[src/rtl/uart_pkg.sv]
// Shared UART definitions: receiver FSM encoding and the bit-timing helper
// used by both uart_tx and uart_rx.
package uart_pkg;

   typedef enum logic [1:0] {
      ST_IDLE  = 2'd0,
      ST_START = 2'd1,
      ST_DATA  = 2'd2,
      ST_STOP  = 2'd3
   } uart_state_e;

   function automatic int clks_per_bit(input int clk_hz, input int baud);
      return clk_hz / baud;
   endfunction

endpackage

[src/rtl/uart_rx_if.sv]
// Receive-side bundle: serial pin in, byte stream out with valid/ready,
// plus error pulses and a busy indication.
interface uart_rx_if;
   logic       rx;
   logic [7:0] data;
   logic       valid;
   logic       ready;
   logic       frame_err;
   logic       overrun;
   logic       busy;

   modport slave  (input rx, ready, output data, valid, frame_err, overrun, busy);
   modport master (output rx, ready, input data, valid, frame_err, overrun, busy);
endinterface

[src/rtl/uart_sync.sv]
// Two-flop synchronizer for the asynchronous serial pin; resets to the
// idle-high line level so reset never looks like a start bit.
module uart_sync (
   input  logic clk,
   input  logic rst,
   input  logic d_i,
   output logic q_o
);
   logic [1:0] ff_q;

   always_ff @(posedge clk or posedge rst) begin
      if (rst) ff_q <= 2'b11;
      else     ff_q <= {ff_q[0], d_i};
   end

   assign q_o = ff_q[1];
endmodule

[src/rtl/uart_rx.sv]
// 8N1 UART receiver: mid-bit sampling off the synchronized pin, one-entry
// valid/ready holding register, framing and overrun pulses.
module uart_rx
   import uart_pkg::*;
#(
   parameter int BAUD   = 115200,
   parameter int CLK_HZ = 25000000
) (
   input  logic     clk,
   input  logic     rst,
   uart_rx_if.slave bus
);
   localparam int CPB  = clks_per_bit(CLK_HZ, BAUD);
   localparam int HALF = CPB / 2;
   localparam int CW   = (CPB > 1) ? $clog2(CPB) : 1;
   localparam logic [CW-1:0] HALF_M1 = CW'(HALF - 1);
   localparam logic [CW-1:0] LAST    = CW'(CPB - 1);

   uart_state_e   state_q, state_d;
   logic [CW-1:0] cnt_q, cnt_d;
   logic [3:0]    bit_idx_q, bit_idx_d;
   logic [7:0]    shift_q, shift_d;
   logic [7:0]    data_q, data_d;
   logic          valid_q, valid_d;
   logic          ferr_q, ferr_d;
   logic          ovr_q, ovr_d;
   logic          rx_s;
   logic          stop_smp;

   uart_sync u_sync (
      .clk (clk),
      .rst (rst),
      .d_i (bus.rx),
      .q_o (rx_s)
   );

   always_ff @(posedge clk or posedge rst) begin
      if (rst) state_q <= ST_IDLE;
      else     state_q <= state_d;
   end

   always_comb begin
      state_d   = state_q;
      cnt_d     = cnt_q;
      bit_idx_d = bit_idx_q;
      shift_d   = shift_q;
      case (state_q)
         ST_IDLE: begin
            cnt_d = '0;
            if (!rx_s) state_d = ST_START;
         end
         ST_START: begin
            // A start bit that is high again at its midpoint was a glitch.
            if (cnt_q == HALF_M1) begin
               cnt_d     = '0;
               bit_idx_d = '0;
               state_d   = rx_s ? ST_IDLE : ST_DATA;
            end else begin
               cnt_d = cnt_q + CW'(1);
            end
         end
         ST_DATA: begin
            if (cnt_q == LAST) begin
               cnt_d     = '0;
               shift_d   = {rx_s, shift_q[7:1]};
               bit_idx_d = bit_idx_q + 4'd1;
               if (bit_idx_q == 4'd7) state_d = ST_STOP;
            end else begin
               cnt_d = cnt_q + CW'(1);
            end
         end
         ST_STOP: begin
            // Leave at mid-stop so a back-to-back start edge is not missed.
            if (cnt_q == LAST) begin
               cnt_d   = '0;
               state_d = ST_IDLE;
            end else begin
               cnt_d = cnt_q + CW'(1);
            end
         end
         default: state_d = ST_IDLE;
      endcase
   end

   assign stop_smp = (state_q == ST_STOP) && (cnt_q == LAST);

   always_comb begin
      data_d  = data_q;
      valid_d = valid_q;
      ferr_d  = 1'b0;
      ovr_d   = 1'b0;
      if (valid_q && bus.ready) valid_d = 1'b0;
      if (stop_smp) begin
         if (!rx_s) begin
            ferr_d = 1'b1;
         end else if (!valid_q || bus.ready) begin
            data_d  = shift_q;
            valid_d = 1'b1;
         end else begin
            ovr_d = 1'b1;
         end
      end
   end

   always_ff @(posedge clk or posedge rst) begin
      if (rst) begin
         cnt_q     <= '0;
         bit_idx_q <= '0;
         shift_q   <= '0;
         data_q    <= '0;
         valid_q   <= 1'b0;
         ferr_q    <= 1'b0;
         ovr_q     <= 1'b0;
      end else begin
         cnt_q     <= cnt_d;
         bit_idx_q <= bit_idx_d;
         shift_q   <= shift_d;
         data_q    <= data_d;
         valid_q   <= valid_d;
         ferr_q    <= ferr_d;
         ovr_q     <= ovr_d;
      end
   end

   assign bus.data      = data_q;
   assign bus.valid     = valid_q;
   assign bus.frame_err = ferr_q;
   assign bus.overrun   = ovr_q;
   assign bus.busy      = (state_q != ST_IDLE);
endmodule

[src/flat_wrapper.sv]
// flat-port wrapper written by rule: the top's interface ports become plain ports
module uart_rx_flat import uart_pkg::*;
#(
   parameter int BAUD   = 115200,
   parameter int CLK_HZ = 25000000
)
  (clk, rst, bus_rx, bus_ready, bus_data, bus_valid, bus_frame_err, bus_overrun, bus_busy);
  uart_rx_if bus_i ();
  input  logic clk;
  input  logic rst;
  input wire logic [$bits(bus_i.rx)-1:0] bus_rx;
  input wire logic [$bits(bus_i.ready)-1:0] bus_ready;
  output wire logic [$bits(bus_i.data)-1:0] bus_data;
  output wire logic [$bits(bus_i.valid)-1:0] bus_valid;
  output wire logic [$bits(bus_i.frame_err)-1:0] bus_frame_err;
  output wire logic [$bits(bus_i.overrun)-1:0] bus_overrun;
  output wire logic [$bits(bus_i.busy)-1:0] bus_busy;
  assign bus_i.rx = bus_rx;
  assign bus_i.ready = bus_ready;
  assign bus_data = bus_i.data;
  assign bus_valid = bus_i.valid;
  assign bus_frame_err = bus_i.frame_err;
  assign bus_overrun = bus_i.overrun;
  assign bus_busy = bus_i.busy;
  uart_rx #(.BAUD(BAUD), .CLK_HZ(CLK_HZ)) u_core (.clk(clk), .rst(rst), .bus(bus_i));
endmodule
[config.mk]
export PLATFORM = sky130hd
export DESIGN_NAME = uart_rx_flat
export DESIGN_NICKNAME = d
export VERILOG_FILES = /design/src/rtl/uart_pkg.sv /design/src/rtl/uart_rx_if.sv /design/src/rtl/uart_sync.sv /design/src/rtl/uart_rx.sv /design/src/flat_wrapper.sv
export SDC_FILE = /design/constraint.sdc
export NUM_CORES = 1
export LEC_CHECK = 0
export ABC_AREA = 1
export BUFFER_PORTS_ARGS = -buffer_cell sky130_fd_sc_hd__buf_2
export CORE_ASPECT_RATIO = 0.7
export CORE_UTILIZATION = 35
export DETAILED_ROUTE_END_ITERATION = 8
export PLACE_DENSITY = 0.58
export RECOVER_POWER = 50
export SYNTH_ARGS = -nofsm -noshare
export SYNTH_HDL_FRONTEND = slang
export SYNTH_HIERARCHICAL = 1
export SYNTH_SLANG_ARGS = --single-unit
[constraint.sdc]
create_clock -name clk -period 2.1 [get_ports clk]
set_clock_uncertainty 0.05 [all_clocks]
set_input_delay 0.21 -clock clk [delete_from_list [all_inputs] [get_ports clk]]
set_output_delay 0.21 -clock clk [all_outputs]
set_load 0.01 [all_outputs]
# Word-level counts from Yosys, hierarchy flattened
# Index checks and enable logic that the tools add are counted.
# word_totals
reg_bits	35
in_bits	4
output_inout_bits	12
elab_cells	56
# classes
addsub	2
n_eq_ne	11
n_mux	22
n_reduce_logical	12
# ops
operator	count
8-bit case mux with 3 select lines	1
8-bit two-way mux	2
2-bit two-way mux	6
1-bit two-way mux	9
8-bit by 1-bit adder with 8-bit output, second input constant	1
8-bit by 7-bit == test with 1-bit output, second input constant	1
8-bit == test, second input constant	1
4-bit two-way mux	2
2-bit by 1-bit != test with 1-bit output, second input constant	4
2-bit case mux with 4 select lines	1
4-bit case mux with 2 select lines	1
3-bit AND reduction	2
5-bit AND reduction	1
4-bit by 1-bit adder with 4-bit output, second input constant	1
2-bit == test, second input constant	2
4-bit by 3-bit == test with 1-bit output, second input constant	1
2-bit nonzero test	2
2-bit by 1-bit == test with 1-bit output, second input constant	1
1-bit logical AND	2
2-bit zero test	1
2-bit != test, second input constant	1
2-bit AND reduction	1
2-bit OR reduction	1
1-bit zero test	1
1-bit logical OR	1

# Logic depth before layout (Yosys ltp)
# Gate-level depths: netlist of the first run.
# logic_depth
depth_word	5
depth_mapped	10

# Hierarchy
# Netlist of the first run, hierarchy kept.
# by_module_without_submodules
mod	instances	cells_per_inst	area_each_um2	seq_area_each_um2
uart_rx	1	178	1584.0	825.8
uart_sync	1	3	56.3	52.6

# Worst setup path before layout of the first run
# OpenSTA, ideal clock, no wires.
# synth_timing
kind	register -> register
start	register u_core.cnt_q[0]
end	register u_core.data_q[1], in the netlist u_core/bus.data[1]
setup_ns	0.117
arrival_time_ns	1.334
required_time_ns	1.933
slack_ns	0.599
stages_incl_launch_ff	11
synth_period_minus_slack_ns	1.501
path_cell_list	dfrtp_1 > inv_1 > ha_1 > nand2_1 > nor2_4 > nand2_4 > nor2_4 > nand3_4 > buf_6 > nand2_2 > o21ai_2
# synth_between
elab_chain_cells	3
# synth_rtl
item	line_no	text
from (decl)	uart_rx.sv:20	logic [CW-1:0] cnt_q, cnt_d;
from (signal assigned)	uart_rx.sv:115	cnt_q <= cnt_d;
8-bit == test	uart_rx.sv:85	assign stop_smp = (state_q == ST_STOP) && (cnt_q == LAST);
1-bit logical AND	uart_rx.sv:85	
3-bit AND reduction (no line)	n/a	
to (signal assigned)	uart_rx.sv:118	data_q <= data_d;
to (decl)	uart_rx.sv:23	logic [7:0] data_q, data_d;
# No other way between the ends.
# A chain may end at the register's enable or synchronous reset.

# Worst setup path in the final report of the first run
# layout_timing
start	register u_core.cnt_q[0]
end	register u_core.data_q[3], in the netlist u_core/bus.data[3]
# Same word-level chain as after synthesis.

==> results.cfg, run 1 <==
[place]
post_detail_place_hpwl_um = 2000
numPlacedInstances = 250
dp_worst_setup_slack_ns = 0.4512
gpl.final_weighted_congestion = 0.7749
buffer_ports.inserted = 15

[floorplan]
die_h_um = 59.28
ioPinCount = 16
die_area_mm2 = 0.004969
floorplan.core_area_mm2 = 0.004429
fp.dieW_um = 83.83
initial_utilization_pct = 37.03
floorplan.rows = 20

[timing]
worst-slew-pin-transition_ns = 0.8164
finalCriticalPeriod_ns = 1.647
rsz0062_at_grt = false
max_freq_mhz = 607.1
finalSetupTns_ns = 0
hold_viol_final = 0
final.setup.worst_slack_ns = 0.4528
timing.final.max_slew_violations = 0
max_slew_margin_pct = 45.57
period_share_pct = 78.44
setup_viol_count_final = 0

[global_route]
globalRouteMet1Util_pct = 18.64
gr-max-usage-layer = met1
grtUsageMet2_pct = 15.93
global_route.overflow_total = 0
grt.met3_usage_pct = 5.014
globalRouteTotalUtil_pct = 12.78
grt_antenna_before_repair = 0
first_global_vias = 1004
pin_count_of_the_biggest_net_entering_global_routing = 34
grt_first_pass_wirelength_um = 4726

[drt]
routed_wire_length_per_instance_um = 10.78
remaining_design_rule_violation_count = 0
route.detailed.vias_per_inst = 4.462
first_iter_violations = 57
firstDrtPassIters = 4
dr_total_vias = 1160
drt-total-wl_um = 2803
antenna_left = 0

[worst_setup_path]
critPathArrivalTime_ns = 1.77
end_kind = flip-flop
critical-path-max-stage-delay_ns = 0.42
worst_path_dominant_cell_family = simple AND/OR/NAND/NOR gates
cp.buffers_inverters = 1
critical_setup_path_class = reg2reg
cp_data_required_time_ns = 2.23
critPathLaunchType = flip-flop
cp_max_fo = 16
cp_slowest_cell = sky130_fd_sc_hd__dfrtp_1
path_cells = inv_1 > ha_1 > nand2_1 > nor2_4 > nand2_4 > nor2_4 > nand3_4 > nand2_1 > o21ai_2

[power]
power.static_leakage_nw = 0.9033
pwr_density_cell_mw_per_mm2 = 656.7
worst_ir_drop_vdd_mv = 0.1921
finalPower_w = 0.001237

[synth]
postSynthCellCount = 181
post_synthesis_cell_area_mm2 = 0.001640
ys_types = 25
area_share_of_the_largest_cell_type_after_synthesis_pct = 50.34
yosysTopAreaCell = sky130_fd_sc_hd__dfrtp_1
syn_avg_cell_area_um2 = 9.063
synthTopCellsByArea = sky130_fd_sc_hd__dfrtp_1 50%, sky130_fd_sc_hd__nand2_1 8.7%, sky130_fd_sc_hd__inv_1 5.3%
yosysWarnings = 6
mappedNetlistNets = 188
yosys_register_bits = 35
synth-seq-area-share_pct = 53.55

[cts]
cts_num_sinks = 35
worstSkewPairLatency_ns = 0.29
tritoncts = yes
clkSlewWorstSetupHoldPaths_ns = 0.07
maximum_clock_insertion_buffer_count = 2
clock-root-buffer = sky130_fd_sc_hd__clkbuf_8
post_cts.repair.setup_buffers = 0
clock_tree.htree_level_count = 2
cts_buffers = 5

[cells_and_area]
final_nets = 211
final_core_utilization_pct = 42.54
stdcell_count = 260
num_antenna_cells = 0
fraction_of_final_layout_cells_with_drive_strength_greater_than_1_pct = 22.44
area.growth.synth_to_final_pct = 14.87
fillers = 437

[hold_path]
hold_class = in2reg

[flow_run]
maxCapViolations = 0

[status]
status = finished clean
## cells by family (layout without fill, tap and decap cells)
group,after synthesis,count (layout),share of synthesized area (%)
buf+inv,32,56,8.009
compound gates,28,28,10.60
xor+xnor,2,2,1.068
simple gates,81,81,24.49
fa+ha+maj,3,3,2.289
flops,35,35,53.55
## worst min-delay path, stage by stage
cell and delay [ns]:
sky130_fd_sc_hd__buf_2 0.07, sky130_fd_sc_hd__inv_1 0.03, sky130_fd_sc_hd__nand2_1 0.13, sky130_fd_sc_hd__nor2_1 0.07
## through the flow
step	instance area [um^2]	hold WS (ns)
2_1_floorplan	1640	0.07150
3_3_place_gp	1773	0.2006
3_5_place_dp	1773	0.2004
4_1_cts	1893	0.1985
5_1_grt	1884	0.2276
6_report	1884	0.2040
## flip-flops by register name, indices dropped and copies added (netlist names), named ones only
signal / count
u_core/bit_idx_q: 4
u_core/u_sync/ff_q: 2
u_core/shift_q: 8
u_core/bus.valid: 1
u_core/cnt_q: 8
u_core/bus.frame_err: 1
u_core/state_q: 1
u_core/bus.data: 8
u_core/bus.overrun: 1
## per-layer routing
layer,share of wire [%],vias to the layer above
met5,0,-
met4,2.1,0
met3,4.7,7
met2,37,21
met1,57,519
li1,-,613
## Yosys cell counts, drive strengths merged
master and n:
buf 2, nand3 7, nand2 42, o21ai 24, ha 3, nor4 1, xor2 1, nand4 4
dfstp 2, a21oi 4, dfrtp 33, nor2 23, xnor2 1, inv 30, nor3 4
## power breakdown
part,switching [W],internal [W]
combinational,0.0000147,0.00000529
sequential,0.00000197,0.000678
clock,0.000239,0.000299
total,0.000255,0.000982
## final cells by class
class                   instances  area [um^2]  share of cell area, %
clock buffers                   8        100.1                  5.312
inverters                      30        112.6                  5.976
multi-input cells             114        630.6                  33.47
flip-flops and latches         35        878.3                  46.61
well taps                      55        68.82                  3.652
repair buffers                 18        93.84                  4.980
## cells in the final DEF (no fill, tap or decap)
cell | synthesis | final
sky130_fd_sc_hd__clkbuf_1 | 0 | 6
sky130_fd_sc_hd__nor3_2 | 1 | 1
sky130_fd_sc_hd__inv_2 | 7 | 7
sky130_fd_sc_hd__ha_1 | 3 | 3
sky130_fd_sc_hd__nor4_1 | 1 | 1
sky130_fd_sc_hd__nand2_4 | 1 | 1
sky130_fd_sc_hd__nor2_8 | 1 | 1
sky130_fd_sc_hd__a21oi_1 | 4 | 4
sky130_fd_sc_hd__inv_1 | 23 | 23
sky130_fd_sc_hd__nand4_1 | 4 | 4
sky130_fd_sc_hd__nor2_1 | 19 | 19
sky130_fd_sc_hd__nand3_4 | 1 | 1
sky130_fd_sc_hd__clkbuf_8 | 0 | 7
sky130_fd_sc_hd__buf_2 | 0 | 10
sky130_fd_sc_hd__nand3_1 | 6 | 6
sky130_fd_sc_hd__dfrtp_1 | 33 | 33
sky130_fd_sc_hd__nor2_4 | 3 | 3
sky130_fd_sc_hd__o21ai_0 | 13 | 13
sky130_fd_sc_hd__dlygate4sd3_1 | 0 | 2
sky130_fd_sc_hd__nor3_1 | 3 | 3
sky130_fd_sc_hd__clkbuf_2 | 0 | 1
sky130_fd_sc_hd__nand2_1 | 38 | 38
sky130_fd_sc_hd__o21ai_1 | 2 | 2
sky130_fd_sc_hd__nand2_2 | 3 | 3
sky130_fd_sc_hd__o21ai_2 | 9 | 9
sky130_fd_sc_hd__dfstp_2 | 2 | 2
sky130_fd_sc_hd__xnor2_1 | 1 | 1
sky130_fd_sc_hd__xor2_1 | 1 | 1
## worst paths after layout
| kind | start | endpoint | slack [ns] | cells past startpoint |
|---|---|---|---|---|
| worst min register to register | u_core/u_sync/ff_q[0] | u_core/u_sync/ff_q[1] | 0.31 | 0 |
| max in group asynchronous | rst | u_core/cnt_q[4] | 0.83 | 4 |
| worst max-delay path | u_core/cnt_q[0] | u_core/bus.data[3] | 0.45 | 9 |
| worst min-delay path | bus_ready | u_core/bus.overrun | 0.20 | 4 |
| worst max register to register | u_core/cnt_q[0] | u_core/bus.data[3] | 0.45 | 9 |
| min in group asynchronous | rst | u_core/u_sync/ff_q[1] | 0.44 | 3 |
## what timing repair did
action                     CTS  global route
gates resized for setup      0             0
setup endpoints to repair    0             0
hold buffers                 2             0
hold endpoints to repair    36             0
(Power assumes the default switching activity.)
==> run 2, diff against run 1 <==
--- a/config.mk
+++ b/config.mk
@@ -5,12 +5,12 @@
 export SDC_FILE = /design/constraint.sdc
 export NUM_CORES = 1
 export LEC_CHECK = 0
-export ABC_AREA = 1
+export ABC_AREA = 0
 export BUFFER_PORTS_ARGS = -buffer_cell sky130_fd_sc_hd__buf_2
 export CORE_ASPECT_RATIO = 0.7
 export CORE_UTILIZATION = 35
 export DETAILED_ROUTE_END_ITERATION = 8
-export PLACE_DENSITY = 0.58
+export PLACE_DENSITY = 0.6
 export RECOVER_POWER = 50
 export SYNTH_ARGS = -nofsm -noshare
 export SYNTH_HDL_FRONTEND = slang
==> constraint.sdc (replaced) <==
create_clock -name clk -period 1.5 [get_ports clk]
set_clock_uncertainty 0.05 [all_clocks]
set_input_delay 0.15 -clock clk [delete_from_list [all_inputs] [get_ports clk]]
set_output_delay 0.15 -clock clk [all_outputs]
set_load 0.01 [all_outputs]
==> run 2 against run 1 <==
Net effect: the run now ends with setup timing left; first-iteration DRC count down 11%; sequential share of layout area is 6.4 points lower; synthesized area down 1.7%; sequential power up 40%; final cell count shrank 9.6%; sequential cell count stayed put; count of clock-buffer cells in the layout down 3; power up 31%; critical path depth shrank 3; non-clock buffer count increased by 29; critical path type unchanged; critical endpoint is now u_core/bus.data[6]; largest power group unchanged.
==> results.cfg, run 2 <==
[power]
power.static_leakage_nw = 1.081
power.share.combinational_pct = 1.7
power_frac_clock_pct = 39.6
finalPower_w = 0.001624
internal_power_w = 0.001274
power.switching_w = 0.0003502
power_frac_seq_pct = 58.7
pwr_density_cell_mw_per_mm2 = 744.2
worst_ir_drop_vdd_mv = 0.5853
netSwitchingFraction_pct = 21.56

[synth]
yosys_register_bits = 35
area_share_of_the_largest_cell_type_after_synthesis_pct = 51.20
yosysTopAreaCell = sky130_fd_sc_hd__dfrtp_1
post_synthesis_cell_area_mm2 = 0.001613
yosysWarnings = 6
postSynthCellCount = 130
ys_types = 37
synthTopCellsByArea = sky130_fd_sc_hd__dfrtp_1 51%, sky130_fd_sc_hd__mux2_2 12%, sky130_fd_sc_hd__dfstp_2 3.3%
mappedNetlistNets = 137
syn_avg_cell_area_um2 = 12.41
synth-seq-area-share_pct = 54.46
synth_enable_flop_cells = 0
synth_most_common_cell = sky130_fd_sc_hd__dfrtp_1
postSynth.topFlopCell = sky130_fd_sc_hd__dfrtp_1
async_reset_ff_share_pct = 100.0
synth_top_cells_by_count = 33 x sky130_fd_sc_hd__dfrtp_1, 17 x sky130_fd_sc_hd__mux2_2, 14 x sky130_fd_sc_hd__nor2_1

[cells_and_area]
final_common_cell = sky130_fd_sc_hd__dfrtp_1
fraction_of_final_layout_cells_with_drive_strength_greater_than_1_pct = 51.11
final_core_utilization_pct = 49.83
num_antenna_cells = 0
mostFrequentLayoutCells = 33 x sky130_fd_sc_hd__dfrtp_1, 26 x sky130_fd_sc_hd__buf_4, 14 x sky130_fd_sc_hd__buf_2, 13 x sky130_fd_sc_hd__nor2_1, 9 x sky130_fd_sc_hd__mux2_4
area.growth.synth_to_final_pct = 35.30
multi_input_area_um2 = 797.0
final_nets = 186
regArea_um2 = 878.3
fillers = 387

[global_route]
grt_first_pass_wirelength_um = 5464
first_global_vias = 1166
globalRouteTotalUtil_pct = 14.64
global_route.overflow_total = 0
grt_antenna_before_repair = 0
pin_count_of_the_biggest_net_entering_global_routing = 34

[timing]
max_freq_mhz = 555.8
finalSetupTns_ns = -6.382
hold_viol_final = 0
max_slew_margin_pct = 47.28
period_share_pct = 120.0
finalCriticalPeriod_ns = 1.799
worst_hold_slack_ns = 0.1702
worst-slew-pin-transition_ns = 0.7908
rsz0062_at_grt = true
setup_viol_count_final = 32
final.setup.worst_slack_ns = -0.2993
timing.final.max_slew_violations = 0

[worst_setup_path]
critical_setup_path_class = reg2reg
reg2reg_to = u_core/bus.data[6]
rr_worst_depth = 6
cp_slowest_cell = sky130_fd_sc_hd__dfrtp_1
cp_max_fo = 8
critical-path-max-stage-delay_ns = 0.40
cp_data_required_time_ns = 1.61
path_cells = inv_2 > ha_4 > nand4b_4 > nor3_4 > nand4_4 > mux2_4
end_kind = flip-flop
critPathLaunchType = flip-flop
reg2reg_setup_slack_ns = -0.30
critPathArrivalTime_ns = 1.91
timing.rr.start = u_core/cnt_q[1]

[hold_path]
hold_start = bus_ready
worstHoldPathCells = 3
min_delay_worst_endpoint = u_core/bus.overrun
hold_class = in2reg

[floorplan]
die_h_um = 58.80
die_area_mm2 = 0.004888
initial_utilization_pct = 36.83
fp.dieW_um = 83.14
floorplan.rows = 20
floorplan.core_area_mm2 = 0.004379
ioPinCount = 16

[cts]
clock-root-buffer = sky130_fd_sc_hd__clkbuf_8
maximum_clock_insertion_buffer_count = 2
clock_tree.htree_level_count = 2
cts_num_sinks = 35
clkSlewWorstSetupHoldPaths_ns = 0.07
worstSkewPairLatency_ns = 0.28
tritoncts = yes
cts_buffers = 5

[place]
buffer_ports.inserted = 15
gpl.final_weighted_congestion = 0.7978
post_detail_place_hpwl_um = 2164
dp_worst_setup_slack_ns = -0.2964

[status]
violated_checks = setup timing
status = finished with violations

[drt]
remaining_design_rule_violation_count = 0
dr_total_vias = 1150
first_iter_violations = 51
antenna_left = 0
firstDrtPassIters = 4
routed_wire_length_per_instance_um = 13.88
drt-total-wl_um = 3262
route.detailed.vias_per_inst = 4.894

[flow_run]
maxCapViolations = 0
run 2: changes by cell type after synthesis, sizes merged, moves of 3 or more:
cell and change:
nand2 -33, inv -23, nand4 -3, o21ai -20, nor4 +3, xnor2 +4
mux2 +17, a21oi -3, nor2 -9
run 2: worst max path at each step:
stage,start,endpoint,slack (ns),cells past startpoint
2_1_floorplan,u_core/cnt_q[0],u_core/shift_q[0],-0.16,6
3_3_place_gp,u_core/cnt_q[1],u_core/shift_q[4],-0.22,6
3_5_place_dp,u_core/cnt_q[1],u_core/shift_q[0],-0.30,6
4_1_cts,u_core/cnt_q[1],u_core/bus.data[3],-0.29,6
5_1_grt,u_core/cnt_q[0],u_core/bus.data[6],-0.35,6
6_report,u_core/cnt_q[1],u_core/bus.data[6],-0.30,6
run 2: kinds of logic (layout without fill, tap and decap cells):
family / after synthesis / in the layout / synth area share [%]
simple gates: 45 / 45 / 19.24
flops: 35 / 35 / 54.46
mux: 17 / 17 / 11.87
buf+inv: 12 / 62 / 3.801
compound gates: 11 / 11 / 4.500
xor+xnor: 7 / 7 / 3.801
fa+ha+maj: 3 / 3 / 2.328
run 2: routing by layer:
metal / track usage [%] / share of wire [%] / up-vias
met4: 7.389 / 1.4 / 0
li1: - / - / 545
met3: 2.945 / 2.2 / 5
met2: 24.12 / 50 / 15
met1: 18.78 / 47 / 585
met5: 0 / 0 / -
run 2: stage by stage:
stage,std cells,instance area [um^2]
CTS,229,2107
finish,235,2182
global route,235,2182
floorplan,130,1655
detailed placement,215,1909
global placement,215,1909
run 2: power by group through the flow:
stage | Clock (W) | Sequential (W) | Combinational [W]
finish | 0.000644 | 0.000953 | 0.0000275
floorplan | 0 | 0.000969 | 0.0000154
global route | 0.000712 | 0.000952 | 0.0000324
detailed placement | 0 | 0.000970 | 0.0000268
global placement | 0 | 0.000970 | 0.0000258
CTS | 0.000663 | 0.000952 | 0.0000305
run 2: worst max-delay path: cells and delay by family, from the launching register on:
family / cells / cell delay, ns
fa+ha+maj: 1 / 0.14
buf+inv: 1 / 0.08
flops: 1 / 0.40
mux: 1 / 0.35
simple gates: 3 / 0.65
run 2: area by class of cell:
class	instances	area share (%)
clock inverters	3	0.6881
well taps	55	3.154
clock buffers	5	3.154
multi-input cells	83	36.53
inverters	7	1.204
repair buffers	47	15.02
flip-flops and latches	35	40.25
run 2: what timing repair did:
action                                  4_1_cts  5_1_grt
endpoints found under the hold margin        36        0
buffers inserted                              4        6
hold buffers                                  2        0
pin swaps                                     6        6
endpoints found under the setup margin       33       34
gates resized for setup                      12        9
